<file path="src/rtl/booth_product_accumulator.sv">
// Accumulates a programmable number of signed Booth products into a wide
// accumulator and holds the sum on a result handshake. Optional macro:
// BOOTH_ACC_SAT_EN clamps the accumulator on overflow instead of wrapping.
module booth_product_accumulator #(
    parameter int PW = 64,
    parameter int AW = 72,
    parameter int CW = 16
) (
    input  logic          clk,
    input  logic          rst_n,
    input  logic          start,
    input  logic [CW-1:0] len,
    output logic          busy,
    input  logic          prod_valid,
    input  logic [PW-1:0] prod_data,
    output logic          prod_ready,
    output logic          res_valid,
    input  logic          res_ready,
    output logic [AW-1:0] res_data,
    output logic          res_ovf,
    output logic [CW-1:0] res_count
);

    // Handshakes: a product moves on a cycle with prod_valid && prod_ready;
    // the result moves on a cycle with res_valid && res_ready. Both ready and
    // valid outputs are decoded purely from the state register.
    typedef enum logic [1:0] {
        IDLE = 2'd0,
        ACC  = 2'd1,
        HOLD = 2'd2
    } state_t;

    state_t        state, state_nxt;
    logic [AW-1:0] acc, prod_ext, sum;
    logic [CW-1:0] cnt, len_q;
    logic          ovf, xfer, last, ovf_now;

    generate
        if (AW > PW) begin : g_sext
            assign prod_ext = {{(AW-PW){prod_data[PW-1]}}, prod_data};
        end else begin : g_same
            assign prod_ext = prod_data;
        end
    endgenerate

    assign xfer    = (state == ACC) && prod_valid;
    assign last    = xfer && (cnt == len_q - CW'(1));
    assign sum     = acc + prod_ext;
    // Same-signed operands whose sum flips sign have left the AW-bit range.
    assign ovf_now = (acc[AW-1] == prod_ext[AW-1]) && (sum[AW-1] != acc[AW-1]);

    always_ff @(posedge clk or negedge rst_n) begin
        if (!rst_n) state <= IDLE;
        else        state <= state_nxt;
    end

    always_comb begin
        state_nxt = state;
        case (state)
            IDLE: if (start) state_nxt = (len != '0) ? ACC : HOLD;
            ACC:  if (last) state_nxt = HOLD;
            HOLD: if (res_ready) state_nxt = IDLE;
            default: state_nxt = IDLE;
        endcase
    end

    always_ff @(posedge clk or negedge rst_n) begin
        if (!rst_n) begin
            acc   <= '0;
            cnt   <= '0;
            len_q <= '0;
            ovf   <= 1'b0;
        end else if ((state == IDLE) && start) begin
            len_q <= len;
            acc   <= '0;
            cnt   <= '0;
            ovf   <= 1'b0;
        end else if (xfer) begin
            cnt <= cnt + CW'(1);
            if (ovf_now) ovf <= 1'b1;
`ifdef BOOTH_ACC_SAT_EN
            if (ovf_now) acc <= acc[AW-1] ? {1'b1, {(AW-1){1'b0}}} : {1'b0, {(AW-1){1'b1}}};
            else         acc <= sum;
`else
            acc <= sum;
`endif
        end
    end

    assign busy       = (state != IDLE);
    assign prod_ready = (state == ACC);
    assign res_valid  = (state == HOLD);
    // Accumulator state is only touched on start or transfer, so it is stable in HOLD.
    assign res_data   = acc;
    assign res_count  = cnt;
    assign res_ovf    = ovf;

endmodule

</file>
<file path="config.mk">
export PLATFORM = sky130hd
export DESIGN_NAME = booth_product_accumulator
export DESIGN_NICKNAME = d
export VERILOG_FILES = /design/src/rtl/booth_product_accumulator.sv
export SDC_FILE = /design/constraint.sdc
export NUM_CORES = 1
export LEC_CHECK = 0
export ABC_AREA = 1
export CAP_MARGIN = 20
export CORE_UTILIZATION = 35
export CTS_BUF_LIST = sky130_fd_sc_hd__clkbuf_4 sky130_fd_sc_hd__clkbuf_8 sky130_fd_sc_hd__clkbuf_16
export DETAILED_ROUTE_END_ITERATION = 12
export DONT_BUFFER_PORTS = 1
export HOLD_SLACK_MARGIN = 0.08
export PLACE_DENSITY = 0.62
export SLEW_MARGIN = 20
export SYNTH_ARGS = -nofsm -noshare
export SYNTH_HDL_FRONTEND = slang
export SYNTH_SLANG_ARGS = --single-unit
</file>
<file path="constraint.sdc">
create_clock -name clk -period 2.32 [get_ports clk]
set_clock_uncertainty 0.1 [all_clocks]
set_input_delay 0.116 -clock clk [delete_from_list [all_inputs] [get_ports clk]]
set_output_delay 0.116 -clock clk [all_outputs]
set_load 0.05 [all_outputs]
</file>
After elaboration in Yosys (flattened, before gate mapping)

Cells that the tools add are included.

Logic and storage cells: 39
Bits in registers: 107
Input bits: 85

$add $sub $neg: 3
Muxes and demuxes: 12
Equality and inequality tests: 8
Reduce and logical (&&, ||, !) cells: 11

Operators by type and width:

| kind                    | count |
|---|---|
| $mux W72                | 2 |
| $add A72 B72 Y72        | 1 |
| $mux W16                | 2 |
| $add A16 B1 Y16 const B | 1 |
| $eq A16 B16 Y1          | 1 |
| $reduce_bool A16 Y1     | 1 |
| $sub A16 B1 Y16 const B | 1 |
| $mux W2                 | 4 |
| $pmux W2 S3             | 1 |
| $reduce_bool A2 Y1      | 3 |
| $logic_and A1 B1 Y1     | 4 |
| $ne A2 B1 Y1 const B    | 2 |
| $mux W1                 | 3 |
| $reduce_and A3 Y1       | 1 |
| $eq A2 B1 Y1 const B    | 1 |
| $eq A2 B2 Y1 const B    | 1 |
| $logic_not A2 Y1        | 1 |
| $ne A2 B2 Y1 const B    | 1 |
| $reduce_and A2 Y1       | 1 |
| $eq A1 B1 Y1            | 1 |
| $ne A1 B1 Y1            | 1 |

Depth between registers and ports, before layout

Gate-level depths: netlist of the first run.

Depth in word-level cells: 6
Depth in mapped cells: 17
Mapped depth without buffers: 17

Worst setup path before layout of the first run

Ideal clock, no wire load.

Path kind: register -> register
Start point: register acc[0], in the netlist res_data[0]
End point: register acc[32], in the netlist res_data[32]
Stages on the path, launching flop included: 15
Buffers on the path: 0
Required time: 2.102 ns
Slack: -0.211 ns
Arrival: 2.313 ns
Cell sequence: dfrtp_1 > ha_1 > fa_1 > nand2_1 > nand3_1 > and2_2 > nand2_1 > nand2b_2 > nand2_1 > nand2_1 > nand2_1 > nand2_1 > or2_1 > nand3_1 > nand2_1

Cells in the longest elaborated chain, start to end: 3

Ends and longest elaborated chain:

| element                  | RTL line | RTL |
|---|---|---|
| start: declaration       | 34       | `logic [AW-1:0] acc, prod_ext, sum;` |
| start signal: assignment | 85       | `acc <= sum;` |
| $add A72 B72 Y72         | 48       | `assign sum = acc + prod_ext;` |
| $mux W72                 | 78       | `end else if (xfer) begin` |
| $mux W72                 | 73       | `end else if ((state == IDLE) && start) begin` |

No other way between the ends. The select of a mux whose other input is x is not followed.
A chain may end at the register's enable or synchronous reset.

Worst setup path after layout of the first run

Start point: register acc[0], in the netlist res_data[0]
End point: register acc[45], in the netlist res_data[45]

Same word-level chain as after synthesis.

==> results of run 1 <==
## power by group
| part | internal [mW] | switching [mW] |
|---|---|---|
| clock | 0.784 | 0.849 |
| sequential | 2.60 | 0.728 |
| combinational | 6.65 | 10.1 |
## how the worst max path moves through the flow
stage / end
3_5_place_dp: res_data[48]$_DFFE_PN0P_
6_report: res_data[45]$_DFFE_PN0P_
2_1_floorplan: res_data[32]$_DFFE_PN0P_
3_3_place_gp: res_data[63]$_DFFE_PN0P_
5_1_grt: res_data[42]$_DFFE_PN0P_
4_1_cts: res_data[45]$_DFFE_PN0P_
## cells by family after synthesis
logic type               count (synthesis)
flip-flops                             107
buffers and inverters                  248
adder cells (fa/ha/maj)                 74
AO/OA/AOI/OAI                          312
AND/OR/NAND/NOR                        910
XOR/XNOR                                25
## sequential cells by signal, indices dropped and copies added (netlist names)
name / cells
res_ovf: 1
res_count: 16
len_q: 16
res_data: 72
state: 2
## critical path: stages (launching register included)
cell	delay, ps
sky130_fd_sc_hd__dfrtp_2	440
sky130_fd_sc_hd__ha_4	170
sky130_fd_sc_hd__buf_4	160
sky130_fd_sc_hd__nand3_4	90
sky130_fd_sc_hd__nand3_4	100
sky130_fd_sc_hd__a21oi_4	310
sky130_fd_sc_hd__buf_6	160
sky130_fd_sc_hd__o21ai_4	70
sky130_fd_sc_hd__nand2_1	90
sky130_fd_sc_hd__nand2_2	110
sky130_fd_sc_hd__a21oi_2	160
sky130_fd_sc_hd__buf_4	130
sky130_fd_sc_hd__nand2_1	50
sky130_fd_sc_hd__nand3_1	70
sky130_fd_sc_hd__nand2_1	50
## cell type report
cell class	count	area [sq um]	share of cell area, %
Timing Repair Buffer	376	3040	19.0
Sequential cell	107	2680	16.7
Clock buffer	10	239	1.49
Antenna cell	1	2.50	0.0156
Tap cell	384	480	3.00
Multi-Input combinational cell	1321	8670	54.1
Clock inverter	6	51.3	0.320
Inverter	229	865	5.39
## metal layers
metal	wire (um)	part of all wire [%]	track usage (%)	up-vias
met1	19200	45	36.9	5764
met2	18500	44	42.2	394
li1	-	-	-	6151
met5	0	0	0	-
met4	1330	3.1	9.61	0
met3	3220	7.6	6.23	67
## per-stage QoR
step	worst slack [ps]	instances	setup TNS, ps
floorplan	28.3	1676	0
global placement	-212	2330	-2460
detailed placement	-184	2330	-2980
CTS	-7.28	2411	-13.2
global route	-113	2434	-1820
finish	-19.0	2434	-19.0
## cell usage in the layout, fill, tap and decap left out, types with 7 or more instances in the layout
cell type                       netlist  routed
sky130_fd_sc_hd__buf_4                0     302
sky130_fd_sc_hd__dlygate4sd3_1        0      61
sky130_fd_sc_hd__ha_1                73      10
sky130_fd_sc_hd__xor2_1              13      13
sky130_fd_sc_hd__clkbuf_16            0       9
sky130_fd_sc_hd__ha_4                 0      61
sky130_fd_sc_hd__nand2_2             11      74
sky130_fd_sc_hd__nand3_4              0       7
sky130_fd_sc_hd__nand2_4              2      32
sky130_fd_sc_hd__buf_6                0      10
sky130_fd_sc_hd__nor2_2              10      63
sky130_fd_sc_hd__o21bai_1            14      13
sky130_fd_sc_hd__nor3_2               5      10
sky130_fd_sc_hd__nand3_2              5      18
sky130_fd_sc_hd__nand3b_1            16      16
sky130_fd_sc_hd__nand2_1            529     435
sky130_fd_sc_hd__inv_2               12      24
sky130_fd_sc_hd__nor3_1              22      13
sky130_fd_sc_hd__o21ai_0            113      77
sky130_fd_sc_hd__nand4_1              9       9
sky130_fd_sc_hd__a21oi_1            139      90
sky130_fd_sc_hd__o21ai_2              2       9
sky130_fd_sc_hd__nor2_1             210     140
sky130_fd_sc_hd__xnor2_1             12      12
sky130_fd_sc_hd__nand3_1             76      56
sky130_fd_sc_hd__o21ai_1              9      36
sky130_fd_sc_hd__dfrtp_1            107     106
sky130_fd_sc_hd__a21oi_2              2      46
sky130_fd_sc_hd__inv_1              214     202
sky130_fd_sc_hd__a21o_1               9       9
sky130_fd_sc_hd__nor2_4               2      19
## what timing repair did
item                                   4_1_cts  5_1_grt
endpoints found under the hold margin      168      115
hold buffers                                54        8
pin swaps                                   14       75
buffers inserted                            11       16
setup endpoints to repair                   40       56
resized for setup                          103      362
==> impl_summary.txt, run 1 <==
----------------------------------------------------
[Synthesis]
  Ys flop type ... sky130_fd_sc_hd__dfrtp_1
  Average size of a mapped cell ... 6.15 sq um
  Main combinational cell family by area after synthesis ... simple AND/OR/NAND/NOR gates
  Mux cell area share after synthesis ... 0%
  Portion of the post-synthesis area used by sequential elements ... 26.0%
  Net count after synthesis ... 1835
  XOR/XNOR share of the synthesized area ... 2.13%
  Count of state elements after synthesis ... 107
  Post-Synthesis Cell Area ... 10300 sq um
  Compound-cell area share of the yosys netlist ... 16.6%
  Cell types occupying the most area after synthesis ... sky130_fd_sc_hd__dfrtp_1 (26%), sky130_fd_sc_hd__nand2_1 (19%), sky130_fd_sc_hd__ha_1 (8.9%), sky130_fd_sc_hd__inv_1 (7.8%), sky130_fd_sc_hd__nor2_1 (7.7%)
  Post-synth EDFFs ... 0
  Fraction of synthesis flops using an asynchronous set or reset pin ... 100%
  Share of synthesized cell area in full adder, half adder and majority cells ... 9.06%
  Unique masters post-synth ... 52
  Simple logic cell fraction of the synthesized area ... 37.1%
  Number of warnings printed during yosys synthesis ... 0
  Most repeated cell in the gate-level netlist after synthesis ... sky130_fd_sc_hd__nand2_1
  Synth Instances ... 1676
  Top cells by instance count after synthesis ... sky130_fd_sc_hd__nand2_1 (529), sky130_fd_sc_hd__inv_1 (214), sky130_fd_sc_hd__nor2_1 (210), sky130_fd_sc_hd__a21oi_1 (139), sky130_fd_sc_hd__o21ai_0 (113)
  Biggest area consumer among synthesized cells ... sky130_fd_sc_hd__dfrtp_1
  Area share of the leading cell type in the synthesized netlist ... 26.0%

[Finish]
  Fill cell count ... 2805
  Final layout net count ... 2203
  Final core utilization ... 55.5%
  Synthesis-to-finish area growth ... 55.6%
  Final Instance Area ... 16000 sq um
  Proportion of layout cells with a drive suffix above 1 ... 35.3%

[Run]
  Max capacitance violation total ... 0

[Place]
  Number of port buffers ... 0
  Gpl congestion ... 0.977
  Detail Placement HPWL ... 33000 um
  Placed cell areas ... 12900 sq um

[Die]
  Effective utilization at floorplan ... 35.7%
  Number of rows in the core area ... 62
  Die Ht ... 174 um
  IO Pins ... 177
  Die footprint ... 30100 sq um
  Core Area ... 28900 sq um
  DIE WIDTH ... 174 um

[Outcome]
  Run status ... complete, but fails checks
  Violated checks ... negative hold slack, negative setup slack

[Timing]
  Worst hold slack ... -666 ps
  RSZ-0062 raised after global routing ... yes
  Smallest setup slack after layout ... -19.0 ps
  Headroom to the max-slew limit ... 63.0%
  Final period demand of the worst path ... 2340 ps
  Setup-failing EPs final ... 1
  Fin. max-slew vios ... 0
  Tightest Pin Transition ... 555 ps
  Final worst-path cycle share ... 101%
  Maximum frequency from static timing analysis ... 428 MHz
  Final-report hold violation count ... 107

[Critical path]
  Cell count of the worst reg-to-reg path ... 14
  Element type at the critical path end ... flip-flop
  Type of the worst setup path ... reg -> reg
  Critical path origin ... res_data[0]$_DFFE_PN0P_
  Worst-path maximum fanout ... 4
  Worst EP required ... 2490 ps
  Worst R2R Start ... res_data[0]$_DFFE_PN0P_
  Setup slack of the most critical reg-to-reg path ... -20 ps
  Kind of start point of the critical path ... flip-flop
  Critical Path AT ... 2510 ps
  Reg2Reg Capture Point ... res_data[45]$_DFFE_PN0P_

[Clocking]
  Cell at the root of the clock tree ... sky130_fd_sc_hd__clkbuf_16
  Sink count of the clock tree ... 107
  Clock transition time at the flip-flop clock pins of the worst setup and hold paths ... 80 ps
  Clock insertion delay at the later pin of the skew report ... 370 ps
  TritonCTS clock tree ... built
  TritonCTS buffer count ... 9
  Maximum buffer depth of the clock tree ... 2
  Number of H-tree branching levels ... 3

[Detailed routing]
  Routed WL per cell ... 17.4 um
  Total wire length ... 42200 um
  Number of iterations in the first detailed-routing pass ... 6
  Ratio of routed vias to standard cells ... 5.08
  DRT iter0 DRCs ... 731
  Vias ... 12400
  Final routed DRC violation total ... 0
  Antenna Nets Post-Route ... 0

[Global route]
  Largest net degree at the start of global routing ... 108
  Total track usage ... 27.2%
  Initial antenna violation count ... 1
  Wire length of the first global-routing pass ... 64100 um
  Total gr overflow ... 0
  Via count of the first global-routing pass ... 12100

[Power]
  Total power density per cell area ... 1360 nW/um^2
  Peak ir drop on the vdd network ... 0.862 mV
  Overall Power ... 21.7 mW
  Leak Pwr ... 7.59 nW

[Hold path]
  Hold WC Path Type ... in -> async

----------------------------------------------------
Power figures use the tool's default switching activity.
==> run 2: changes to the inputs <==
- REMOVE_ABC_BUFFERS: not set -> 1
- SETUP_SLACK_MARGIN: not set -> 0.05
==> run 2 against run 1 <==
  * Cell count is 0.90% higher
  * Non-clock buffer count is 22 higher
  * Utilization is 2.3 points higher
  * Routed wire length is 3.4% higher
  * The run ends with negative hold slack left
  * Critical path depth is 2 lower
  * Sequential power hardly changed
  * Via count is 1.7% higher
  * Global-route usage is 0.85 points higher
  * First-iteration DRC count is 28% higher
  * Critical endpoint is now res_data[22]$_DFFE_PN0P_
  * Power is 3.9% higher
==> impl_summary.txt, run 2 (synthesis gave the netlist of run 1 again) <==
----------------------------------------------------
[Die]
  IO Pins ... 177 (unchanged)
  Die Ht ... 174 um (unchanged)
  Core Area ... 28900 sq um (unchanged)
  Number of rows in the core area ... 62 (unchanged)
  DIE WIDTH ... 174 um (unchanged)
  Die footprint ... 30100 sq um (unchanged)
  Effective utilization at floorplan ... 35.7% (unchanged)

[Finish]
  Flip-flop count of the largest register, all copies and words added ... 72 (unchanged)
  Most common cell after layout, fill and taps aside ... sky130_fd_sc_hd__nand2_1 (unchanged)
  Proportion of layout cells with a drive suffix above 1 ... 39.4% (was 35.3%)
  Final layout net count ... 2225 (was 2203)
  Commonest non-fill, non-tap cells in the layout ... sky130_fd_sc_hd__nand2_1 (430), sky130_fd_sc_hd__buf_4 (318), sky130_fd_sc_hd__inv_1 (193), sky130_fd_sc_hd__nor2_1 (116), sky130_fd_sc_hd__dfrtp_1 (106) (was sky130_fd_sc_hd__nand2_1 (435), sky130_fd_sc_hd__buf_4 (302), sky130_fd_sc_hd__inv_1 (202), sky130_fd_sc_hd__nor2_1 (140), sky130_fd_sc_hd__dfrtp_1 (106))
  Synthesis-to-finish area growth ... 61.9% (was 55.6%)
  Post-route non-filler standard cell count ... 2456 (was 2434)
  Final Instance Area ... 16700 sq um (was 16000 sq um)

[Detailed routing]
  Ratio of routed vias to standard cells ... 5.12 (was 5.08)
  Met2 WL ... 20300 um (was 18500 um)
  Antenna Nets Post-Route ... 0 (unchanged)
  Sum of met3 wire segment lengths after detailed routing ... 2850 um (was 3220 um)
  Final routed DRC violation total ... 0 (unchanged)
  Routed WL per cell ... 17.8 um (was 17.4 um)
  Number of iterations in the first detailed-routing pass ... 5 (was 6)
  Wire length on met1 ... 19100 um (was 19200 um)
  Total wire length ... 43700 um (was 42200 um)
  DR top layer ... met4 (unchanged)
  DRT iter0 DRCs ... 935 (was 731)
  Vias ... 12600 (was 12400)

[Global route]
  Initial antenna violation count ... 1 (unchanged)
  Via count of the first global-routing pass ... 12200 (was 12100)
  Total track usage ... 28.0% (was 27.2%)
  Wire length of the first global-routing pass ... 66200 um (was 64100 um)
  Total gr overflow ... 0 (unchanged)
  Largest net degree at the start of global routing ... 108 (unchanged)

[Place]
  Number of port buffers ... 0 (unchanged)
  Instance count after placement with tap cells included ... 2327 (was 2330)
  Detail Placement HPWL ... 32800 um (was 33000 um)
  Gpl congestion ... 1.03 (was 0.977)
  Placed cell areas ... 12900 sq um (about the same)
  Pre-CTS WS ... -344 ps (was -184 ps)

[Timing]
  RSZ-0062 raised after global routing ... yes (unchanged)
  Final worst-path cycle share ... 99.5% (was 101%)
  Final period demand of the worst path ... 2310 ps (was 2340 ps)
  Fin. max-slew vios ... 0 (unchanged)
  Setup-failing EPs final ... 0 (was 1)
  Tightest Pin Transition ... 574 ps (was 555 ps)
  Smallest setup slack after layout ... 11.3 ps (was -19.0 ps)
  Maximum frequency from static timing analysis ... 433 MHz (was 428 MHz)
  Worst hold slack ... -681 ps (was -666 ps)
  Final-report hold violation count ... 107 (unchanged)
  Headroom to the max-slew limit ... 61.7% (was 63.0%)

[Critical path]
  Worst-path maximum fanout ... 3 (was 4)
  Element type at the critical path end ... flip-flop (unchanged)
  Critical Path AT ... 2470 ps (was 2510 ps)
  CP Cell Sequence ... ha_4, fa_2, nand2_2, nand3_2, nand3_2, nand2_2, nand4_1, nand3_4, buf_4, buf_4, o21ai_0, nand2_1 (was ha_4, buf_4, nand3_4, nand3_4, a21oi_4, buf_6, o21ai_4, nand2_1, nand2_2, a21oi_2, buf_4, nand2_1, nand3_1, nand2_1)
  Standard cell with the maximum stage delay on the critical path ... sky130_fd_sc_hd__dfrtp_1 (was sky130_fd_sc_hd__dfrtp_2)
  Cell count of the worst reg-to-reg path ... 12 (was 14)
  Worst EP required ... 2480 ps (was 2490 ps)
  Max incr delay on CP ... 420 ps (was 440 ps)
  Type of the worst setup path ... reg -> reg (unchanged)
  Kind of start point of the critical path ... flip-flop (unchanged)

[Clocking]
  Cell at the root of the clock tree ... sky130_fd_sc_hd__clkbuf_16 (unchanged)
  Number of H-tree branching levels ... 3 (unchanged)
  Maximum buffer depth of the clock tree ... 2 (unchanged)
  Clock insertion delay at the later pin of the skew report ... 390 ps (was 370 ps)
  TritonCTS clock tree ... built (unchanged)
  Clock transition time at the flip-flop clock pins of the worst setup and hold paths ... 100 ps (was 80 ps)
  TritonCTS buffer count ... 9 (unchanged)
  Sink count of the clock tree ... 107 (unchanged)

[Outcome]
  Run status ... complete, but fails checks (unchanged)
  Violated checks ... negative hold slack (was negative hold slack, negative setup slack)

[Power]
  Leak Pwr ... 7.92 nW (was 7.59 nW)
  Peak ir drop on the vdd network ... 0.864 mV (was 0.862 mV)
  Total power density per cell area ... 1350 nW/um^2 (was 1360 nW/um^2)

[Hold path]
  Hold WC Path Type ... in -> async (unchanged)

[Run]
  Max capacitance violation total ... 0 (unchanged)

----------------------------------------------------
==> run 2: cell types whose count changed in the layout (fill, tap and decap cells not counted), moves of 8 or more <==
cell                      before  now
sky130_fd_sc_hd__inv_2        24   32
sky130_fd_sc_hd__a21oi_1      90   77
sky130_fd_sc_hd__buf_4       302  318
sky130_fd_sc_hd__o21ai_2       9   17
sky130_fd_sc_hd__inv_1       202  193
sky130_fd_sc_hd__nor2_4       19   34
sky130_fd_sc_hd__a21oi_2      46   54
sky130_fd_sc_hd__nor2_1      140  116
sky130_fd_sc_hd__nor2_2       63   72
sky130_fd_sc_hd__nand2_4      32   41
==> run 2: path summary, 6_finish.rpt <==
path                                              start                        to  slack, ps
worst max-delay path            res_data[0]$_DFFE_PN0P_  res_data[22]$_DFFE_PN0P_         10
worst min-delay path                              rst_n  res_data[18]$_DFFE_PN0P_       -680
worst max register to register  res_data[0]$_DFFE_PN0P_  res_data[22]$_DFFE_PN0P_         10
worst min register to register    len_q[15]$_DFFE_PN0P_     len_q[15]$_DFFE_PN0P_        400
max in group asynchronous                         rst_n   res_data[8]$_DFFE_PN0P_       2500
min in group clk                          prod_data[28]  res_data[28]$_DFFE_PN0P_         60
==> run 2: area by class of cell <==
type / instances / area, sq um
antenna: 1 / 2.50
multi-input combinational: 1321 / 9090
fill: 2667 / 12200
sequential: 107 / 2680
clock inverter: 7 / 93.8
tap: 384 / 480
timing repair buffer: 398 / 3240
inverter: 229 / 865
clock buffer: 9 / 225
==> run 2: critical path, delay by kind of cell, from the launching register on <==
family / cells / cell delay (ps)
AO/OA/AOI/OAI: 1 / 220
adder cells (fa/ha/maj): 2 / 520
AND/OR/NAND/NOR: 7 / 650
buffers and inverters: 2 / 290
flip-flops: 1 / 420
==> run 2: timing repair <==
item	in CTS	in global routing
pin swaps	48	114
hold buffers	61	5
resized for setup	222	361
endpoints found under the hold margin	183	112
setup buffers	16	31
endpoints found under the setup margin	55	60
gates cloned	0	0
==> run 2: metal layers <==
layer	track usage, %	up-vias
met2	45.9	431
li1	-	6198
met3	4.69	68
met5	0	-
met4	9.39	0
met1	37.3	5888
==> run 2: per-stage QoR <==
stage          total power, mW  setup TNS, ps  util (%)
5_1_grt                   24.0          -1150      57.8
6_report                  22.6              0      57.8
3_3_place_gp              16.8          -4700      44.7
3_5_place_dp              16.9          -5000      44.7
2_1_floorplan             11.3          -2340         -
4_1_cts                   20.1          -87.0      51.5
==> run 2: report_power, final <==
part / switching (mW) / leakage [nW] / internal (mW) / total [mW]
Sequential: 0.746 / 1.37 / 2.60 / 3.35
Combinational: 10.5 / 6.39 / 6.96 / 17.5
Clock: 0.972 / 0.153 / 0.786 / 1.76
==> run 3: changes to the inputs <==
- CORE_ASPECT_RATIO: not set -> 1.2
==> run 3 against run 2 <==
  * The flow still finishes with violations (negative hold slack)
  * Critical path depth rose by 1
  * Hold slack better by 8.5 ps
  * Die area about the same
  * Power down 0.49%
  * Clock-buffer cell count did not move
  * Critical endpoint is now res_ovf$_DFFE_PN0P_
==> impl_summary.txt, run 3 (synthesis gave the netlist of run 1 again) <==
----------------------------------------------------
[Clocking]
  Sink count of the clock tree ... 107 (unchanged)
  TritonCTS clock tree ... built (unchanged)
  Maximum buffer depth of the clock tree ... 2 (unchanged)
  Clock insertion delay at the later pin of the skew report ... 390 ps (about the same)
  TritonCTS buffer count ... 9 (unchanged)
  Number of H-tree branching levels ... 3 (unchanged)
  Cell at the root of the clock tree ... sky130_fd_sc_hd__clkbuf_16 (unchanged)
  Clock transition time at the flip-flop clock pins of the worst setup and hold paths ... 90 ps (was 100 ps)

[Timing]
  Final worst-path cycle share ... 99.0% (was 99.5%)
  Setup-failing EPs final ... 0 (unchanged)
  Maximum frequency from static timing analysis ... 435 MHz (was 433 MHz)
  Headroom to the max-slew limit ... 63.3% (was 61.7%)
  Fin. max-slew vios ... 0 (unchanged)
  Tightest Pin Transition ... 550 ps (was 574 ps)
  Worst hold slack ... -672 ps (was -681 ps)
  RSZ-0062 raised after global routing ... yes (unchanged)
  Final-report hold violation count ... 107 (unchanged)
  Final period demand of the worst path ... 2300 ps (was 2310 ps)
  Smallest setup slack after layout ... 23.6 ps (was 11.3 ps)

[Critical path]
  Reg2Reg Capture Point ... res_ovf$_DFFE_PN0P_ (was res_data[22]$_DFFE_PN0P_)
  Levels on crit path ... 13 (was 12)
  Type of the worst setup path ... reg -> reg (unchanged)
  Worst R2R Start ... res_data[30]$_DFFE_PN0P_ (was res_data[0]$_DFFE_PN0P_)
  CP Cell Sequence ... ha_4, buf_4, a21oi_4, a21boi_2, buf_4, nand2_1, a21oi_2, nand2_4, nand2_4, nand2_4, nand2_2, nand3_2, a21oi_2 (was ha_4, fa_2, nand2_2, nand3_2, nand3_2, nand2_2, nand4_1, nand3_4, buf_4, buf_4, o21ai_0, nand2_1)
  Worst path bufs/invs ... 2 (unchanged)
  Worst-path maximum fanout ... 3 (unchanged)
  Element type at the critical path end ... flip-flop (unchanged)
  Setup slack of the most critical reg-to-reg path ... 20 ps (was 10 ps)
  Worst path most repeated cell ... sky130_fd_sc_hd__nand2_4
  Worst EP required ... 2540 ps (was 2480 ps)
  Max incr delay on CP ... 410 ps (was 420 ps)
  Standard cell with the maximum stage delay on the critical path ... sky130_fd_sc_hd__dfrtp_1 (unchanged)
  Critical Path AT ... 2520 ps (was 2470 ps)
  Kind of start point of the critical path ... flip-flop (unchanged)
  Cell count of the worst reg-to-reg path ... 13 (was 12)
  Cell family with most CP delay ... compound AO/OA/AOI/OAI gates (was simple AND/OR/NAND/NOR gates)

[Global route]
  Wire length of the first global-routing pass ... 64800 um (was 66200 um)
  Initial antenna violation count ... 0 (was 1)
  Via count of the first global-routing pass ... 12300 (was 12200)
  Total gr overflow ... 0 (unchanged)
  Total track usage ... 28.5% (was 28.0%)
  Largest net degree at the start of global routing ... 108 (unchanged)

[Detailed routing]
  Routed WL per cell ... 17.7 um (was 17.8 um)
  Final routed DRC violation total ... 0 (unchanged)
  Number of iterations in the first detailed-routing pass ... 7 (was 5)
  Total wire length ... 43700 um (about the same)
  Ratio of routed vias to standard cells ... 5.10 (was 5.12)
  Vias ... 12600 (about the same)
  Antenna Nets Post-Route ... 0 (unchanged)
  DRT iter0 DRCs ... 595 (was 935)

[Outcome]
  Run status ... complete, but fails checks (unchanged)
  Violated checks ... negative hold slack (unchanged)

[Die]
  Die footprint ... 30100 sq um (about the same)
  DIE WIDTH ... 159 um (was 174 um)
  Number of rows in the core area ... 68 (was 62)
  IO Pins ... 177 (unchanged)
  Effective utilization at floorplan ... 35.7% (about the same)
  Die Ht ... 190 um (was 174 um)
  Core Area ... 28800 sq um (was 28900 sq um)

[Finish]
  Commonest non-fill, non-tap cells in the layout ... sky130_fd_sc_hd__nand2_1 (417), sky130_fd_sc_hd__buf_4 (311), sky130_fd_sc_hd__inv_1 (193), sky130_fd_sc_hd__nor2_1 (123), sky130_fd_sc_hd__dfrtp_1 (104) (was sky130_fd_sc_hd__nand2_1 (430), sky130_fd_sc_hd__buf_4 (318), sky130_fd_sc_hd__inv_1 (193), sky130_fd_sc_hd__nor2_1 (116), sky130_fd_sc_hd__dfrtp_1 (106))
  Proportion of layout cells with a drive suffix above 1 ... 39.1% (was 39.4%)
  Combined area of the multi-input logic cells ... 8880 sq um (was 9090 sq um)
  Flip-flop count of the largest register, all copies and words added ... 72 (unchanged)
  Final core utilization ... 57.6% (was 57.8%)
  Fill cell count ... 2698 (was 2667)
  Most common cell after layout, fill and taps aside ... sky130_fd_sc_hd__nand2_1 (unchanged)
  Sequential cell area ... 2680 sq um (about the same)
  Final layout net count ... 2234 (was 2225)
  Synthesis-to-finish area growth ... 61.2% (was 61.9%)

[Hold path]
  Hold WC Path Type ... in -> async (unchanged)

[Place]
  Gpl congestion ... 0.961 (was 1.03)
  Number of port buffers ... 0 (unchanged)
  Pre-CTS WS ... -365 ps (was -344 ps)
  Detail Placement HPWL ... 33200 um (was 32800 um)

[Power]
  Peak ir drop on the vdd network ... 0.769 mV (was 0.864 mV)
  Total power density per cell area ... 1350 nW/um^2 (about the same)
  Leak Pwr ... 7.88 nW (was 7.92 nW)

[Run]
  Max capacitance violation total ... 0 (unchanged)

----------------------------------------------------
-- run 3: layout make-up --
| cell class | instances | area share, % |
|---|---|---|
| clock inverter | 7 | 0.558 |
| sequential | 107 | 16.1 |
| clock buffer | 9 | 1.36 |
| inverter | 229 | 5.19 |
| tap | 385 | 2.90 |
| antenna | 1 | 0.0151 |
| multi-input combinational | 1321 | 53.5 |
| timing repair buffer | 407 | 20.3 |
-- run 3: metrics by stage --
stage / area, sq um / power (mW) / setup TNS (ps) / cells / hold WS, ps
6_report: 16600 / 22.5 / 0 / 2466 / -672
2_1_floorplan: 10200 / 11.3 / -2340 / 1657 / -280
3_5_place_dp: 13000 / 17.0 / -5960 / 2341 / -273
4_1_cts: 15000 / 20.1 / 0 / 2437 / -701
3_3_place_gp: 13000 / 16.9 / -4400 / 2341 / -276
5_1_grt: 16600 / 23.9 / -1480 / 2465 / -702
-- run 3: worst max-delay path by stage --
stage,startpoint,slack (ps),end
detailed placement,res_data[0]$_DFFE_PN0P_,-360,res_data[60]$_DFFE_PN0P_
CTS,res_data[0]$_DFFE_PN0P_,6,res_data[42]$_DFFE_PN0P_
floorplan,res_data[0]$_DFFE_PN0P_,-220,res_data[32]$_DFFE_PN0P_
global placement,res_data[0]$_DFFE_PN0P_,-330,res_data[60]$_DFFE_PN0P_
finish,res_data[30]$_DFFE_PN0P_,20,res_ovf$_DFFE_PN0P_
global route,res_data[30]$_DFFE_PN0P_,-100,res_data[48]$_DFFE_PN0P_
-- run 3: layer usage --
metal,up-vias,wire [um],track usage [%]
met4,0,1940,12.6
met1,5880,17800,33.8
met2,378,21600,49.8
li1,6224,-,-
met3,97,2360,4.94
met5,-,0,0
-- run 3: worst reg2reg max path: cells and delay by family, from the launching register on --
kind            cells  cell delay [ps]
fa+ha+maj           1              230
compound gates      4              730
simple gates        6              470
buf+inv             2              310
flops               1              410
-- run 3: repair_timing --
item / 4_1_cts / 5_1_grt
pin swaps: 38 / 114
gates resized for setup: 193 / 382
endpoints found under the setup margin: 49 / 60
endpoints found under the hold margin: 185 / 112
buffers inserted: 14 / 26
hold buffers: 66 / 5
-- run 3: where the power goes --
part	leakage, nW	switching [mW]	internal (mW)	total [mW]
clock network	0.149	0.947	0.779	1.73
registers	1.37	0.755	2.60	3.36
logic	6.36	10.4	6.99	17.4
total	7.88	12.1	10.4	22.5
